### config.mk
export PLATFORM = sky130hd
export DESIGN_NAME = serial_subtractor_flat
export DESIGN_NICKNAME = d
export VERILOG_FILES = /design/src/rtl/serial_subtractor_if.sv /design/src/rtl/serial_subtractor.sv /design/src/flat_wrapper.sv
export SDC_FILE = /design/constraint.sdc
export NUM_CORES = 1
export LEC_CHECK = 0
export BUFFER_PORTS_ARGS = -buffer_cell sky130_fd_sc_hd__buf_2
export CAP_MARGIN = 30
export CELL_PAD_IN_SITES_DETAIL_PLACEMENT = 1
export CELL_PAD_IN_SITES_GLOBAL_PLACEMENT = 1
export CORE_MARGIN = 2
export CORE_UTILIZATION = 41
export CTS_CLUSTER_DIAMETER = 120
export DETAILED_ROUTE_END_ITERATION = 6
export PLACE_DENSITY_LB_ADDON = 0.3
export SLEW_MARGIN = 10
export SYNTH_ARGS = -nofsm -noshare
export SYNTH_HDL_FRONTEND = slang
export SYNTH_SLANG_ARGS = --single-unit
### constraint.sdc
create_clock -name clk -period 1.8 [get_ports clk]
set_clock_uncertainty 0.2 [all_clocks]
set_input_delay 0.09 -clock clk [delete_from_list [all_inputs] [get_ports clk]]
set_output_delay 0.09 -clock clk [all_outputs]
set_load 0.1 [all_outputs]
### src/rtl/serial_subtractor_if.sv
// Operand/result bundle for the bit-serial subtractor.
// The requester uses the master modport and the subtractor uses the slave modport.
interface serial_subtractor_if #(
  parameter int unsigned W = 4
);
  logic         start;
  logic [W-1:0] a;
  logic [W-1:0] b;
  logic [W-1:0] diff;
  logic         borrow;
  logic         ovf;
  logic         busy;
  logic         done;

  modport master (
    output start, a, b,
    input  diff, borrow, ovf, busy, done
  );

  modport slave (
    input  start, a, b,
    output diff, borrow, ovf, busy, done
  );
endinterface

### src/rtl/serial_subtractor.sv
// Bit-serial unsigned/signed subtractor: processes one bit pair per cycle, LSB first.
// The result, borrow and overflow flags are published together with a one-cycle done pulse.
module serial_subtractor #(
  parameter int unsigned W = 4
) (
  input  logic                clk,
  input  logic                rst,
  serial_subtractor_if.slave  bus
);
  localparam int unsigned CW = $clog2(W + 1);

  typedef enum logic [1:0] {IDLE, SHIFT, DONE} state_t;

  state_t        state;
  state_t        state_next;
  logic [W-1:0]  a_sh;
  logic [W-1:0]  b_sh;
  logic [W-1:0]  res;
  logic [CW-1:0] count;
  logic          br;
  logic [W-1:0]  diff_q;
  logic          borrow_q;
  logic          ovf_q;
  logic          busy_q;
  logic          done_q;

  logic a_i;
  logic b_i;
  logic d;
  logic br_next;
  logic last_bit;

  // One full-subtractor slice on the current LSBs.
  always_comb begin
    a_i      = a_sh[0];
    b_i      = b_sh[0];
    d        = a_i ^ b_i ^ br;
    br_next  = (~a_i & b_i) | (~(a_i ^ b_i) & br);
    last_bit = (count == CW'(1));
  end

  always_ff @(posedge clk) begin
    if (rst) state <= IDLE;
    else     state <= state_next;
  end

  always_comb begin
    state_next = state;
    case (state)
      IDLE:    if (bus.start) state_next = SHIFT;
      SHIFT:   if (last_bit)  state_next = DONE;
      DONE:    state_next = IDLE;
      default: state_next = IDLE;
    endcase
  end

  // On the last shift the LSB slots hold the original operand MSBs and d is the result MSB.
  always_ff @(posedge clk) begin
    if (rst) begin
      a_sh     <= '0;
      b_sh     <= '0;
      res      <= '0;
      count    <= '0;
      br       <= 1'b0;
      diff_q   <= '0;
      borrow_q <= 1'b0;
      ovf_q    <= 1'b0;
      busy_q   <= 1'b0;
      done_q   <= 1'b0;
    end else begin
      done_q <= 1'b0;
      busy_q <= (state_next != IDLE);
      case (state)
        IDLE: begin
          if (bus.start) begin
            a_sh  <= bus.a;
            b_sh  <= bus.b;
            res   <= '0;
            br    <= 1'b0;
            count <= CW'(W);
          end
        end
        SHIFT: begin
          a_sh  <= {1'b0, a_sh[W-1:1]};
          b_sh  <= {1'b0, b_sh[W-1:1]};
          res   <= {d, res[W-1:1]};
          br    <= br_next;
          count <= count - CW'(1);
          if (last_bit) begin
            diff_q   <= {d, res[W-1:1]};
            borrow_q <= br_next;
            ovf_q    <= (a_i ^ b_i) & (a_i ^ d);
            done_q   <= 1'b1;
          end
        end
        default: ;
      endcase
    end
  end

  assign bus.diff   = diff_q;
  assign bus.borrow = borrow_q;
  assign bus.ovf    = ovf_q;
  assign bus.busy   = busy_q;
  assign bus.done   = done_q;
endmodule
### src/flat_wrapper.sv
// flat-port wrapper written by rule: the top's interface ports become plain ports
module serial_subtractor_flat 
#(
  parameter int unsigned W = 4
)
  (clk, rst, bus_start, bus_a, bus_b, bus_diff, bus_borrow, bus_ovf, bus_busy, bus_done);
  serial_subtractor_if #(.W(W)) bus_i ();
  input  logic clk;
  input  logic rst;
  input wire logic [$bits(bus_i.start)-1:0] bus_start;
  input wire logic [$bits(bus_i.a)-1:0] bus_a;
  input wire logic [$bits(bus_i.b)-1:0] bus_b;
  output wire logic [$bits(bus_i.diff)-1:0] bus_diff;
  output wire logic [$bits(bus_i.borrow)-1:0] bus_borrow;
  output wire logic [$bits(bus_i.ovf)-1:0] bus_ovf;
  output wire logic [$bits(bus_i.busy)-1:0] bus_busy;
  output wire logic [$bits(bus_i.done)-1:0] bus_done;
  assign bus_i.start = bus_start;
  assign bus_i.a = bus_a;
  assign bus_i.b = bus_b;
  assign bus_diff = bus_i.diff;
  assign bus_borrow = bus_i.borrow;
  assign bus_ovf = bus_i.ovf;
  assign bus_busy = bus_i.busy;
  assign bus_done = bus_i.done;
  serial_subtractor #(.W(W)) u_core (.clk(clk), .rst(rst), .bus(bus_i));
endmodule
Word level (Yosys, flattened, before mapping)

Cells that the tools add are included.

Flip-flop bits (word level): 26
Input bits: 11
Output and inout bits: 8

Add/subtract/negate cells: 1
Equality and inequality tests: 3
Mux-type cells: 14
Bitwise gates (word level): 10
Reduce and logical (&&, ||, !) cells: 6

Operators by type and width:

| cell                                                               | count |
|---|---|
| 4-bit case mux with 2 select lines                                 | 3 |
| 4-bit 2-to-1 mux                                                   | 3 |
| 3-bit case mux with 2 select lines                                 | 1 |
| 2-bit 2-to-1 mux                                                   | 2 |
| 2-bit case mux with 2 select lines                                 | 1 |
| 2-bit AND reduction                                                | 2 |
| 2-bit nonzero test                                                 | 2 |
| 1-bit AND                                                          | 3 |
| 3-bit by 1-bit == test with 1-bit output, second input constant    | 1 |
| 3-bit 2-to-1 mux                                                   | 1 |
| 1-bit NOT                                                          | 3 |
| 3-bit by 1-bit subtractor with 3-bit output, second input constant | 1 |
| 1-bit XOR                                                          | 3 |
| 2-bit by 1-bit == test with 1-bit output, second input constant    | 1 |
| 2-bit logical NOT                                                  | 1 |
| 1-bit 2-to-1 mux                                                   | 2 |
| 2-bit != test, second input constant                               | 1 |
| 1-bit case mux with 2 select lines                                 | 1 |
| 2-bit OR reduction                                                 | 1 |
| 1-bit OR                                                           | 1 |

Logic depth before layout (Yosys ltp)

Gate-level depths: netlist (run 1).

Depth after elaboration: 5
Gate-level depth with buffers: 6
Mapped depth without buffers: 5

Worst setup path before layout (run 1)

No wires, ideal clock.

Path type: register to register
From: register u_core.br
To: register u_core.ovf_q, in the netlist u_core.bus.ovf
Library setup time: 0.088 ns
Arrival time: 1.339 ns
Data required time: 1.512 ns
Slack: 0.173 ns
Stages on the path, launching flop included: 6
Buffers on the path: 0
Cells stage by stage: dfxtp_1 inv_1 fa_1 xor2_1 nand2_2 o32ai_2

Cells in the longest elaborated chain, start to end: 3

RTL lines:

| item                     | RTL line                | RTL |
|---|---|---|
| start: declaration       | serial_subtractor.sv:20 | `logic br;` |
| start signal: assignment | serial_subtractor.sv:87 | `br <= br_next;` |
| 1-bit XOR                | serial_subtractor.sv:37 | `d = a_i ^ b_i ^ br;` |
| net u_core.d             | serial_subtractor.sv:29 | `logic d;` |
| 1-bit XOR                | serial_subtractor.sv:92 | `ovf_q <= (a_i ^ b_i) & (a_i ^ d);` |
| 1-bit AND                | serial_subtractor.sv:92 |  |
| end signal: assignment   | serial_subtractor.sv:92 |  |
| end: declaration         | serial_subtractor.sv:23 | `logic ovf_q;` |

The timed path passes the listed nets, and every way through them passes these cells.
A chain may end at the register's enable or synchronous reset.

Final worst setup path (run 1)

From: register u_core.b_sh[0]
To: register u_core.ovf_q, in the netlist u_core.bus.ovf

Cells in the longest elaborated chain, start to end: 4

RTL lines:

| item                     | RTL line                | RTL |
|---|---|---|
| start: declaration       | serial_subtractor.sv:17 | `logic [W-1:0] b_sh;` |
| start signal: assignment | serial_subtractor.sv:77 | `b_sh <= bus.b;` |
| start signal: assignment | serial_subtractor.sv:85 | `b_sh <= {1'b0, b_sh[W-1:1]};` |
| 1-bit XOR (2 in series)  | serial_subtractor.sv:37 |  |
| net u_core.d             | serial_subtractor.sv:29 |  |
| 1-bit XOR                | serial_subtractor.sv:92 |  |
| 1-bit AND                | serial_subtractor.sv:92 |  |

The timed path passes the listed nets, and every way through them passes these cells.

==> impl_metrics.csv, run 1 <==
group,metric,value,unit
setup_path,criticalPathCategory,"register to register",
global_routing,grt_pass1_wl,3510,µm
yosys,synth.area.top_cells,"dfxtp_1, mux2i_1, nor2_1",
cts,root_buffer,"clkbuf_4",
timing,setup-tns-final,0,ns
timing,drv_slew,0,
setup_path,slowest_delay,0.61,ns
yosys,yosys_most_used_dff,"dfxtp_1",
setup_path,end_kind,"register",
yosys,ys_warn_count,0,
yosys,yosysTopAreaCell,"dfxtp_1",
floorplan,coreArea,0.00245,mm²
layout,nets,151,
drt,vias_per_cell,5.05,
timing,finalHoldViolCount,0,
global_routing,grt_util_all_layers,16.7,%
setup_path,cp-start-kind,"register",
pwr,power,1.09,mW
yosys,yosysSeqAreaShare,47.2,%
timing,setup_slack,0.0589,ns
global_routing,antenna_found_initial,0,
drt,drt_first_pass_iters,4,
setup_path,worstReg2RegEnd,"u_core.bus.ovf",
floorplan,rows,18,
status,status,"complete, no violations",
yosys,ys_seq_elements,25,
floorplan,die_h,54.8,µm
yosys,synth_edf_count,0,
setup_path,r2r_start,"u_core.b_sh[0]",
worst_hold_path,min_to,"u_core.bus.diff[2]",
drt,routed_wl,2270,µm
global_routing,grt_max_degree,18,
layout,diodes,0,
drt,first_iter_violations,14,
drt,vias,833,
worst_hold_path,min_from,"u_core.bus.diff[2]",
timing,worst_pin_slew,0.487,ns
yosys,netlist_area,0.00106,mm²
global_routing,first_global_vias,799,
pwr,p_leak,0.545,nW
setup_path,crit_arrival,1.78,ns
cts,clockBufferDepth,2,
cts,tritoncts,"done",
layout,drive_gt1_share,25.2,%
timing,setup_viol,0,
drt,ant_nets,0,
pwr,ir_drop,0.000471,V
yosys,yosys-top-cells-count,"dfxtp_1, nor2_1, inv_1, mux2i_1, a211oi_1",
pwr,power_density,833,mW/mm²
cts,cts.sinks,25,
floorplan,dieArea,0.00301,mm²
timing,finalCritPeriodShare,96.7,%
yosys,yosysTopAreaCellShare,47.2,%
worst_hold_path,whs_path_depth,2,
setup_path,cp_slowest_cell,"fa_2",
place,place_congestion,0.672,
timing,min_period,1.74,ns
setup_path,r2r_slack,0.06,ns
floorplan,fp.dieW,54.8,µm
drt,wl_per_cell,13.7,µm
global_routing,grt_overflow,0,
cts,h-tree-depth,1,
flow_run,maxCapViolations,0,
place,portBuffers,18,
yosys,ys_async_sr_fraction,0,%
setup_path,path_cells,"inv_2 > fa_2 > xor2_2 > nand2_2 > o32ai_2",
floorplan,initial_utilization,43.2,%
timing,rsz0062_at_grt,"true",
drt,post-route-drc-count,0,
yosys,synth_nets,120,
cts,cts_made_buffers,3,
yosys,yosysMostFrequentCell,"dfxtp_1",
setup_path,cp_max_fo,3,
setup_path,crit_required,1.84,ns
worst_hold_path,hold_class,"register to register",
setup_path,worstRegToRegCells,5,
yosys,ys_types,29,
floorplan,ios,19,
timing,fmax,574,MHz
cts,clk_latency,0.31,ns
timing,max_slew_margin,67.5,%
layout,area_growth,23.8,%
place,place_ws,-0.00898,ns
place,post-dp-hpwl,1600,µm
yosys,syn_inst,105,
yosys,synth_area_per_cell,10.1,µm²
cts,clk_pin_slew_worst_paths,0.13,ns
==> logic make-up (layout without fill, tap and decap cells) <==
kind of cell,Yosys count,in the layout,synth area share [%]
AO/OA/AOI/OAI,23,23,18.2
XOR/XNOR,1,1,0.827
adder cells (fa/ha/maj),4,4,5.43
buffers and inverters,14,44,6.85
flip-flops,25,25,47.2
multiplexers,8,8,7.56
AND/OR/NAND/NOR,30,30,13.9
==> where the power goes <==
group,switching [mW],internal (mW),leakage [nW]
logic,0.129,0.103,0.325
registers,0.0284,0.587,0.205
clock network,0.159,0.0865,0.0150
total,0.317,0.776,0.545
==> placed cells by master (no fill, tap or decap) <==
cell type / n
nor3b_1: 1
buf_2: 18
clkbuf_4: 3
nor2_1: 20
nand2_2: 1
inv_2: 1
ha_1: 3
and4bb_1: 1
o21ba_2: 1
o32ai_2: 1
a311oi_1: 1
clkbuf_1: 1
nand3b_1: 1
a211oi_1: 7
a211oi_2: 1
o21bai_2: 1
buf_4: 4
o22ai_1: 2
inv_1: 7
dfxtp_1: 24
nand2b_1: 3
mux2i_1: 8
xor2_2: 1
a22oi_1: 5
a221oi_1: 1
nor2b_1: 2
dlygate4sd3_1: 10
o21ai_0: 1
dfxtp_2: 1
a2bb2oi_1: 2
and2b_1: 1
fa_2: 1
==> metrics by stage <==
step,util (%),cells,instance area (µm²),hold slack (ns)
after floorplan,-,105,1060,0.0383
after global placement,47.6,150,1170,0.131
after detailed placement,47.6,150,1170,0.145
after CTS,53.1,164,1300,0.312
after global routing,53.5,165,1310,0.333
final,53.5,165,1310,0.311
==> critical path: cells and delay by family, from the launching register on <==
kind | cells | cell delay, ns
and+or+nand+nor | 1 | 0.07
adders and majority gates | 1 | 0.61
DFF | 1 | 0.38
AOI/OAI and AO/OA | 1 | 0.19
buffers and inverters | 1 | 0.05
xor gates and xnor gates | 1 | 0.17
==> layout make-up <==
type	count	area (µm²)
Tap cell	30	37.5
Sequential cell	25	502
Fill cell	294	1140
Inverter	8	30.0
Timing Repair Buffer	32	220
Multi-Input combinational cell	66	497
Clock buffer	4	26.3
==> routing by layer <==
metal / wire, µm / vias to the layer above / share of wire, % / global-route usage, %
li1: - / 420 / - / -
met1: 1060 / 400 / 47 / 20.3
met2: 1140 / 11 / 50 / 29.2
met3: 52 / 2 / 2.3 / 2.46
met4: 17 / 0 / 0.75 / 6.25
met5: 0 / - / 0 / 0
==> worst max path at each step <==
stage | from | endpoint | slack (ns) | depth (start not counted)
final | u_core.b_sh[0] | u_core.bus.ovf | 0.06 | 5
after global routing | u_core.b_sh[0] | u_core.bus.ovf | -0.01 | 5
after CTS | u_core.br | u_core.bus.ovf | 0.005 | 5
after detailed placement | u_core.br | u_core.bus.ovf | -0.009 | 5
after global placement | u_core.br | u_core.bus.ovf | 0.15 | 5
after floorplan | u_core.br | u_core.bus.ovf | 0.17 | 5
==> registers in the layout, summed over array words and instances (netlist names) <==
register and cells:
u_core.a_sh 4, u_core.b_sh 4, u_core.br 1, u_core.bus.borrow 1, u_core.bus.busy 1, u_core.bus.diff 4
u_core.bus.done 1, u_core.bus.ovf 1, u_core.count 3, u_core.res 3, u_core.state 2
==> repair_timing <==
action                     4_1_cts  5_1_grt
setup buffers                    0        1
resized for setup                2        2
pin swaps                        0        1
hold endpoints to repair        16        0
setup endpoints to repair        1        1
hold buffers                    10        0
No activity file was read; power rests on OpenSTA's default activity.
==> run 2, diff against run 1 <==
--- a/config.mk
+++ b/config.mk
@@ -10,7 +10,7 @@
 export CELL_PAD_IN_SITES_DETAIL_PLACEMENT = 1
 export CELL_PAD_IN_SITES_GLOBAL_PLACEMENT = 1
 export CORE_MARGIN = 2
-export CORE_UTILIZATION = 41
+export CORE_UTILIZATION = 30
 export CTS_CLUSTER_DIAMETER = 120
 export DETAILED_ROUTE_END_ITERATION = 6
 export PLACE_DENSITY_LB_ADDON = 0.3
==> impl_metrics.csv, run 2 (synthesis results as in run 1) <==
group,metric,value,unit
status,status,"complete, no violations",
setup_path,path_cells,"inv_2 > fa_1 > xor2_1 > nand2_2 > o32ai_2",
floorplan,dieArea,0.00402,mm²
layout,drive_gt1_share,24.1,%
cts,clockBufferDepth,2,
drt,wl_per_cell,11.7,µm
floorplan,initial_utilization,31.5,%
drt,vias_per_cell,4.66,
setup_path,cp_slowest_cell,"fa_1",
drt,drt_first_pass_iters,4,
drt,vias,835,
layout,layout_common_cells,"dfxtp_1, nor2_1, buf_2",
pwr,ir_drop,0.000297,V
floorplan,die_h,63.4,µm
setup_path,cp-start-kind,"register",
global_routing,grt_pass1_wl,3810,µm
timing,setup_slack,0.0996,ns
layout,regArea,502,µm²
floorplan,ios,19,
layout,final_common_cell,"dfxtp_1",
drt,routed_wl,2090,µm
setup_path,slowest_delay,0.58,ns
drt,ant_nets,0,
timing,finalHoldViolCount,0,
global_routing,grt_max_degree,27,
cts,tritoncts,"done",
layout,area_growth,23.5,%
place,place_ws,0.0939,ns
timing,max_slew_margin,66.8,%
global_routing,grt_util_all_layers,11.9,%
timing,min_period,1.70,ns
cts,clk_pin_slew_worst_paths,0.14,ns
setup_path,r2r_slack,0.1,ns
drt,first_iter_violations,26,
place,portBuffers,18,
layout,multiInputGateArea,487,µm²
timing,fmax,588,MHz
setup_path,crit_arrival,1.75,ns
pwr,p_leak,0.535,nW
global_routing,first_global_vias,856,
setup_path,cp_max_fo,3,
cts,cts.sinks,25,
cts,cts_made_buffers,3,
worst_hold_path,hold_class,"input pin to register",
place,post-dp-hpwl,1490,µm
cts,h-tree-depth,1,
layout,diodes,0,
timing,finalHoldWorstSlack,0.00469,ns
timing,drv_slew,0,
cts,root_buffer,"clkbuf_4",
setup_path,criticalPathCategory,"register to register",
drt,post-route-drc-count,0,
flow_run,maxCapViolations,0,
timing,setup_viol,0,
floorplan,rows,21,
setup_path,end_kind,"register",
pwr,power_density,833,mW/mm²
layout,nets,149,
cts,clk_latency,0.32,ns
timing,worst_pin_slew,0.498,ns
floorplan,coreArea,0.00336,mm²
floorplan,fp.dieW,63.4,µm
setup_path,crit_required,1.85,ns
global_routing,antenna_found_initial,0,
layout,fillers,404,
place,place_congestion,0.734,
timing,finalCritPeriodShare,94.5,%
global_routing,grt_overflow,0,
## run 2: changes by cell type in the layout (fill, tap and decap cells not counted)
cell           change
fa_2               -1
xor2_2             -1
fa_1               +1
buf_4              -1
dlygate4sd3_1      -1
clkinvlp_4         +1
clkbuf_1           -1
xor2_1             +1
## run 2: cell type report
| class | count | share of cell area (%) |
|---|---|---|
| Clock buffer | 3 | 1.72 |
| Clock inverter | 1 | 0.574 |
| Inverter | 8 | 2.29 |
| Multi-Input combinational cell | 66 | 37.2 |
| Sequential cell | 25 | 38.3 |
| Tap cell | 46 | 4.40 |
| Timing Repair Buffer | 30 | 15.5 |
## run 2: worst paths after layout
path,startpoint,endpoint,cells past startpoint
hold reg to reg,u_core.br,u_core.br,2
hold / removal,rst,u_core.bus.diff[0],2
setup reg to reg,u_core.b_sh[0],u_core.bus.ovf,5
setup / recovery,u_core.b_sh[0],u_core.bus.ovf,5
## run 2: stage by stage
step	power, mW	instances	utilization (%)	setup TNS [ns]	instance area [µm²]
floorplan	0.779	105	-	0	1060
global placement	0.816	165	35.1	0	1180
detailed placement	0.823	165	35.1	0	1180
CTS	1.10	178	38.7	0	1300
global route	1.17	179	38.9	-0.00735	1310
finish	1.09	179	38.9	0	1310
## run 2: where the power goes
part / internal (mW) / leakage, nW / switching [mW]
Combinational: 0.0959 / 0.316 / 0.122
Clock: 0.0847 / 0.0139 / 0.174
Sequential: 0.587 / 0.205 / 0.0254
Total: 0.768 / 0.535 / 0.322
## run 2: what timing repair did
item / 4_1_cts / 5_1_grt
gates resized for setup: 0 / 2
setup buffers: 0 / 1
endpoints found under the hold margin: 8 / 0
hold buffers: 9 / 0
endpoints found under the setup margin: 0 / 1
## run 2: worst max-delay path: cells and delay by family, from the launching register on
| family | cells | cell delay, ns |
|---|---|---|
| adders and majority gates | 1 | 0.58 |
| DFF | 1 | 0.37 |
| xor gates and xnor gates | 1 | 0.18 |
| AOI/OAI and AO/OA | 1 | 0.18 |
| and+or+nand+nor | 1 | 0.07 |
| buffers and inverters | 1 | 0.04 |
## run 2: metal layers
metal | vias up | part of all wire (%) | GRT usage [%]
li1 | 418 | - | -
met1 | 407 | 48 | 14.7
met2 | 8 | 48 | 19.6
met3 | 2 | 2.5 | 2.32
met4 | 0 | 0.91 | 5.98
met5 | - | 0 | 0
